## src/rtl/instr_cycle_ctl.sv

```systemverilog
// ---------------------------------------------------------------------------
// instr_cycle_ctl
//
// Instruction-cycle controller for the 8-bit RISC CPU. An 8-state sequencer
// (S0..S7, one state per clk) locks onto the `fetch` phase strobe coming from
// the clock generator. In each state it decodes the opcode and drives the
// PC, IR, accumulator, memory and data-bus strobes. After HLT it parks in
// HALT until reset. While locked it keeps checking `fetch` against the
// expected phase and raises a sticky error on any disagreement.
//
// Handshake / timing: there is no valid/ready handshake. Every strobe is
// registered. It is written on the edge that enters a state and is valid for
// that whole state cycle. It is computed from the opcode/zero values sampled
// on that same edge.
//
// Ports:
//   clk          in   system clock, all logic on posedge
//   rst          in   synchronous, active-high reset
//   fetch        in   phase strobe (4 high / 4 low)
//   opcode[2:0]  in   IR[15:13], valid from S2 onward
//   zero         in   accumulator-zero flag
//   inc_pc       out  increment program counter
//   load_ir      out  load instruction-register byte
//   rd           out  memory read
//   wr           out  memory write
//   load_acc     out  load accumulator from ALU
//   load_pc      out  load PC from IR address field
//   datactl_ena  out  drive ALU result onto data bus
//   halt         out  CPU halted
//   sync_err     out  sticky phase-lock error
//   dbg_state_o  out  current sequencer state (debug)
// ---------------------------------------------------------------------------
module instr_cycle_ctl (
   input  logic       clk,
   input  logic       rst,
   input  logic       fetch,
   input  logic [2:0] opcode,
   input  logic       zero,
   output logic       inc_pc,
   output logic       load_ir,
   output logic       rd,
   output logic       wr,
   output logic       load_acc,
   output logic       load_pc,
   output logic       datactl_ena,
   output logic       halt,
   output logic       sync_err,
   output logic [3:0] dbg_state_o
);

   typedef enum logic [3:0] {
      ST_IDLE = 4'd0,
      ST_S0   = 4'd1,
      ST_S1   = 4'd2,
      ST_S2   = 4'd3,
      ST_S3   = 4'd4,
      ST_S4   = 4'd5,
      ST_S5   = 4'd6,
      ST_S6   = 4'd7,
      ST_S7   = 4'd8,
      ST_HALT = 4'd9
   } state_t;

   localparam logic [2:0] OP_HLT  = 3'b000;
   localparam logic [2:0] OP_SKZ  = 3'b001;
   localparam logic [2:0] OP_ADD  = 3'b010;
   localparam logic [2:0] OP_ANDD = 3'b011;
   localparam logic [2:0] OP_XORR = 3'b100;
   localparam logic [2:0] OP_LDA  = 3'b101;
   localparam logic [2:0] OP_STO  = 3'b110;
   localparam logic [2:0] OP_JMP  = 3'b111;

   state_t state_q, state_d;
   logic   ena_q, ena_d;
   logic   sync_err_q, sync_err_d;
   logic   inc_pc_q, inc_pc_d;
   logic   load_ir_q, load_ir_d;
   logic   rd_q, rd_d;
   logic   wr_q, wr_d;
   logic   load_acc_q, load_acc_d;
   logic   load_pc_q, load_pc_d;
   logic   datactl_q, datactl_d;
   logic   halt_q, halt_d;

   logic   alu_op;
   logic   is_sto;
   logic   is_jmp;
   logic   is_skz;
   logic   fetch_exp;

   assign alu_op = (opcode == OP_ADD) || (opcode == OP_ANDD) ||
                   (opcode == OP_XORR) || (opcode == OP_LDA);
   assign is_sto = (opcode == OP_STO);
   assign is_jmp = (opcode == OP_JMP);
   assign is_skz = (opcode == OP_SKZ);

   // fetch is high in S7 and S0..S2 and low in S3..S6 when phase-locked.
   assign fetch_exp = (state_q == ST_S7) || (state_q == ST_S0) ||
                      (state_q == ST_S1) || (state_q == ST_S2);

   always_comb begin
      state_d    = state_q;
      ena_d      = ena_q;
      sync_err_d = sync_err_q;
      inc_pc_d   = 1'b0;
      load_ir_d  = 1'b0;
      rd_d       = 1'b0;
      wr_d       = 1'b0;
      load_acc_d = 1'b0;
      load_pc_d  = 1'b0;
      datactl_d  = 1'b0;
      halt_d     = 1'b0;

      // The sequencer never resynchronises. A phase mismatch only flags it.
      if (ena_q && (state_q != ST_HALT) && (fetch != fetch_exp)) begin
         sync_err_d = 1'b1;
      end

      case (state_q)
         ST_IDLE: begin
            if (fetch) begin
               state_d = ST_S0;
               ena_d   = 1'b1;
            end
         end
         ST_S0:   state_d = ST_S1;
         ST_S1:   state_d = ST_S2;
         ST_S2:   state_d = ST_S3;
         ST_S3:   state_d = (opcode == OP_HLT) ? ST_HALT : ST_S4;
         ST_S4:   state_d = ST_S5;
         ST_S5:   state_d = ST_S6;
         ST_S6:   state_d = ST_S7;
         ST_S7:   state_d = ST_S0;
         ST_HALT: state_d = ST_HALT;
         default: state_d = ST_IDLE;
      endcase

      // Strobes are decoded for the state being entered, so they are
      // registered and aligned with that state's cycle.
      case (state_d)
         ST_S0, ST_S1: begin
            rd_d      = 1'b1;
            load_ir_d = 1'b1;
            inc_pc_d  = 1'b1;
         end
         ST_S3: begin
            halt_d = (opcode == OP_HLT);
         end
         ST_S4: begin
            rd_d      = alu_op;
            load_pc_d = is_jmp;
            datactl_d = is_sto;
            inc_pc_d  = is_skz && zero;
         end
         ST_S5: begin
            rd_d       = alu_op;
            load_acc_d = alu_op;
            load_pc_d  = is_jmp;
            wr_d       = is_sto;
            datactl_d  = is_sto;
         end
         ST_S6: begin
            datactl_d = is_sto;
            inc_pc_d  = is_skz && zero;
         end
         ST_HALT: begin
            halt_d = 1'b1;
         end
         default: ;
      endcase
   end

   always_ff @(posedge clk) begin
      if (rst) begin
         state_q    <= ST_IDLE;
         ena_q      <= 1'b0;
         sync_err_q <= 1'b0;
         inc_pc_q   <= 1'b0;
         load_ir_q  <= 1'b0;
         rd_q       <= 1'b0;
         wr_q       <= 1'b0;
         load_acc_q <= 1'b0;
         load_pc_q  <= 1'b0;
         datactl_q  <= 1'b0;
         halt_q     <= 1'b0;
      end else begin
         state_q    <= state_d;
         ena_q      <= ena_d;
         sync_err_q <= sync_err_d;
         inc_pc_q   <= inc_pc_d;
         load_ir_q  <= load_ir_d;
         rd_q       <= rd_d;
         wr_q       <= wr_d;
         load_acc_q <= load_acc_d;
         load_pc_q  <= load_pc_d;
         datactl_q  <= datactl_d;
         halt_q     <= halt_d;
      end
   end

   assign inc_pc      = inc_pc_q;
   assign load_ir     = load_ir_q;
   assign rd          = rd_q;
   assign wr          = wr_q;
   assign load_acc    = load_acc_q;
   assign load_pc     = load_pc_q;
   assign datactl_ena = datactl_q;
   assign halt        = halt_q;
   assign sync_err    = sync_err_q;
   assign dbg_state_o = state_q;

endmodule

```

## config.mk

```make
export PLATFORM = sky130hd
export DESIGN_NAME = instr_cycle_ctl
export DESIGN_NICKNAME = d
export VERILOG_FILES = /design/src/rtl/instr_cycle_ctl.sv
export SDC_FILE = /design/constraint.sdc
export NUM_CORES = 1
export LEC_CHECK = 0
export CORE_UTILIZATION = 48
export DETAILED_ROUTE_END_ITERATION = 10
export PLACE_DENSITY = 0.91
export RECOVER_POWER = 50
export SETUP_SLACK_MARGIN = 0.1
export SLEW_MARGIN = 20
export SYNTH_ARGS = -nofsm -noshare
export SYNTH_HDL_FRONTEND = slang
export SYNTH_SLANG_ARGS = --single-unit
```

## constraint.sdc

```tcl
create_clock -name clk -period 3.77 [get_ports clk]
set_clock_uncertainty 0.15 [all_clocks]
set_input_delay 0.754 -clock clk [delete_from_list [all_inputs] [get_ports clk]]
set_output_delay 0.754 -clock clk [all_outputs]
set_load 0.005 [all_outputs]
```

# --- After elaboration in Yosys (flattened, before gate mapping) ---
# Cells that the tools add are included.
totals:
  ff_bits: 14
  in_bits: 7
  word_cells: 65
classes:
  reduce_logical: 19
  n_mux: 7
  n_eq_ne: 25
  bitwise_logic: 3
op_table:
  columns: ["op", "n"]
  rows:
  - ["$pmux 4 s10", 1]
  - ["$eq 4x3->1 const B", 8]
  - ["$eq 3x3->1 const B", 4]
  - ["$eq 4x2->1 const B", 3]
  - ["$eq 4x4->1 const B", 3]
  - ["$reduce_or 2->1", 6]
  - ["$eq 4x1->1 const B", 2]
  - ["$mux 4", 2]
  - ["$eq 3x2->1 const B", 2]
  - ["$logic_or 1x1->1", 6]
  - ["$pmux 1 s2", 3]
  - ["$logic_not 4->1", 1]
  - ["$ne 4x4->1 const B", 1]
  - ["$eq 3x1->1 const B", 1]
  - ["$logic_and 1x1->1", 3]
  - ["$logic_not 3->1", 1]
  - ["$not 1->1", 3]
  - ["$reduce_or 3->1", 1]
  - ["$reduce_and 2->1", 1]
  - ["$mux 1", 1]
  - ["$ne 1x1->1", 1]

# --- Depth between registers and ports, before layout ---
logic_depth:
  ltp_word: 7
  depth_mapped: 5
  depth_no_buf: 4

# --- Worst setup path before layout ---
# Ideal clock, no wire load.
synth_path:
  path_kind: "in2reg"
  startpoint: "input opcode[2]"
  endpoint: "register rd_q (netlist: rd)"
  required_ns: 3.517
  stages: 3
  path_slack_ns: 1.902
  arrival_ns: 1.614
  path_cell_list: "o41ai_2 > a211oi_1 > a2111oi_2"
synth_via:
  elab_chain_cells: 6
  word_cells_on_any_way: 17
synth_rtl:
  columns: ["item", "line_no", "rtl"]
  rows:
  - ["start, declared", "37", "input logic [2:0] opcode,"]
  - ["$logic_not 3->1", "129", "ST_S3: state_d = (opcode == OP_HLT) ? ST_HALT : ST_S4;"]
  - ["$mux 4", "129", null]
  - ["$pmux 4 s10", "119", "case (state_q)"]
  - ["$eq 4x3->1 (tied with other cells)", "140", "case (state_d)"]
  - ["$reduce_or 2->1, on equally long branches", null, null]
  - ["$pmux 1 s2 *", "140", null]
  - ["end signal, assigned", "192", "rd_q <= rd_d;"]
  - ["end, declared", "78", "logic rd_q, rd_d;"]
# Mark *: on every way between the ends. The rest lies on a longest branch, timed or not.
# A chain may end at the register's enable or synchronous reset.

# --- Worst setup path after layout ---
layout_path:
  startpoint: "register state_q[3] (netlist: dbg_state_o[3])"
  endpoint: "output dbg_state_o[3]"
layout_rtl:
  columns: ["item", "line_no", "rtl"]
  rows:
  - ["start, declared", "73", "state_t state_q, state_d;"]
  - ["start signal, assigned", "187", "state_q <= state_d;"]
  - ["end, declared", "48", "output logic [3:0] dbg_state_o"]
# No word-level cell between the ends.

==> metrics.md <==
| Metric | Value |
|---|---|
| Seq/Total Area, Yosys | `roughly two fifths` |
| Mapped cell area | `~700 sq um` |
| Layout cell share with drive strength beyond 1 | `a little under an eighth` |
| Residual DRC count | `0` |
| Post-Syn Instances | `75` |
| Die Wd | `just over 40 um` |
| Worst setup path class | `reg -> out` |
| CTS root buf | `clkbuf_4` |
| Initial Util | `between 50% and 60%` |
| CTS Buf Count | `3` |
| TritonCTS clock tree | `yes` |
| Levels on crit path | `1` |
| Wire per inst | `between 10 and 15 um` |
| Switch share | `about 28%` |
| Input/output buffers | `19` |
| Status | `completed` |
| Gpl congestion | `roughly 0.8` |
| Total die area | `approximately 1600 sq um` |
| Nets | `101` |
| H-tree depth | `1` |
| Most frequent cells in the layout | `14 x dfxtp_1, 11 x dlygate4sd3_1, 8 x nor2_1, 8 x clkdlybuf4s50_1` |
| Max-Cap Viols | `0` |
| Critical Path AT | `1.57 ns` |
| Post-Place Worst Slack | `1.216 ns` |
| Initial drt markers | `23` |
| Number of cells in the design after placement | `104` |
| DIE HEIGHT | `~40 um` |
| Antenna fix cells | `0` |
| Worst Max-Slew Pin Slew | `0.5275 ns` |
| Sequential share of power | `roughly 49%` |
| Tot GR Track Use | `between 20% and 30%` |
| Hold-fix buffers at CTS | `0` |
| Initial antenna violation count | `0` |
| Post-Route WL | `between 1.5 and 2 mm` |
| Post-Syn Area per Cell | `between 9 and 10 sq um` |
| Post-DP HPWL | `about 1.1 mm` |
| P&R area growth vs syn | `29.72%` |
| Worst reg-to-reg path cell count | `3` |
| Startpoint Class | `flop` |
| RSZ-0062 raised after global routing | `false` |
| Max Slew Vio Count | `0` |
| Req. time, crit path | `roughly 2.9 ns` |
| CTS clock-pin slew for the worst setup and hold paths | `0.09 ns` |
| Hold path depth | `2` |
| Core Util, Final | `around two thirds` |
| Async SR Flop Fraction | `0%` |
| Most common cell after layout, fill and taps aside | `dfxtp_1` |
| CTS sink cnt | `14` |
| DR pass1 iterations | `5` |
| Post_cts resized | `0` |
| Yosys reg bits | `14` |
| Top delay family on crit path | `flip-flops` |
| Slowest cell on the critical path | `dfxtp_1` |
| # rows | `13` |
| Final min period | `around 2.5 ns` |
| Post-route cell area | `a little over 900 sq um` |
| Pint | `~0.25 mW` |
| Fill count | `117` |
| Postcts setup bufs | `0` |
| CP max FO | `18` |
| Hold Vio Cnt, Final | `0` |
| Psw | `approximately 0.094 mW` |
| Critical path, cell by cell | `clkdlybuf4s50_1` |
| Global-route wire length before repair | `between 2 and 2.5 mm` |
| Largest net degree at the start of global routing | `19` |
| Final worst setup slack | `1.301 ns` |
| Worst setup EP type | `output pin` |
| Slew margin rel. | `a little under two thirds` |
| Placement Cell Area | `between 800 and 900 sq um` |
| Combinational Power Share | `roughly a fifth` |
| Power per cell area | `between 300 and 400 nW/um^2` |
| ANT nets after route | `0` |
| Clock network power share | `about a third` |
| HP Class | `reg -> reg` |
| Boundary Pins | `20` |
| Via count | `654` |
| Main flop type after synthesis | `dfxtp_1` |
| Clk_lat worst skew | `0.28 ns` |
| Vias per cell | `6.056` |
| Clock buffer depth | `2` |
| Hold WS | `about 0.34 ns` |
| Setup total negative slack | `0 ns` |
| Core box area | `around 1300 sq um` |
| FMAX | `a little over 400 MHz` |
| Non-Filler Instances | `~110` |
| Max VDD drop | `approximately 300 uV` |
| Final period utilization | `about two thirds` |
| Number of global-route vias before repair | `506` |
| Largest stage delay on the critical path | `a little under 0.7 ns` |
| Synth Net Count | `slightly above 80` |
| Global route overflow | `0` |
| EDFF count, synth | `0` |
| Post-synthesis cell type count | `36` |
| Cell leakage power | `around 0.34 nW` |
| Number of setup violations in the final report | `0` |
| Power Total | `approximately 0.34 mW` |
| Ys Warns | `0` |
| Buffers & Inverters on Critical Path | `1` |
## cell usage after synthesis, types with 2 or more instances
library cell  number  area share (%)
dfxtp_1           14              40
nor2_1             8             4.3
inv_1              4             2.1
nor3_1             4             2.8
buf_2              3             2.1
nand2_1            3             1.6
nor2b_1            3             2.7
a2111oi_2          2             4.3
a211oi_1           2             2.1
a21oi_1            2             1.4
a31oi_1            2             1.8
nand3_1            2             1.4
nand4b_1           2             2.5
or3_1              2             1.8
## flip-flops by register name, indices dropped and copies added (netlist names)
signal	count
load_pc	1
sync_err	1
ena_q	1
load_acc	1
inc_pc	1
halt	1
dbg_state_o	4
datactl_ena	1
load_ir	1
rd	1
wr	1
## worst paths after layout
check	start	end	slack, ns
setup / recovery	dbg_state_o[3]	dbg_state_o[3]	1.30
hold / removal	ena_q	ena_q	0.34
setup reg to reg	dbg_state_o[1]	rd	1.97
hold reg to reg	ena_q	ena_q	0.34
## cells by family after synthesis
family	share of synthesized area, %
buf+inv	6.404
mux	1.424
simple gates	26.34
compound gates	23.49
xor+xnor	2.492
flops	39.86
## power by group through the flow
| stage | combinational [mW] | sequential (mW) | clock [mW] |
|---|---|---|---|
| floorplan | 0.0429 | 0.166 | 0 |
| global placement | 0.0667 | 0.173 | 0 |
| detailed placement | 0.0685 | 0.173 | 0 |
| CTS | 0.0689 | 0.169 | 0.111 |
| global route | 0.0714 | 0.170 | 0.118 |
| finish | 0.0654 | 0.169 | 0.109 |
## metal layers
layer	track usage, %	part of all wire [%]
met1	25.25	39
met2	36.69	50
met3	10.00	9.8
met4	7.500	1.9
met5	0	0
## final cells by class
cell class	count	area (sq um)	area share [%]
inverter	4	15.01	1.646
timing repair buffer	19	190.2	20.85
sequential	14	280.3	30.73
tap	15	18.77	2.058
clock buffer	4	36.28	3.978
multi-input combinational	52	371.6	40.74
Power figures use the tool's default switching activity.
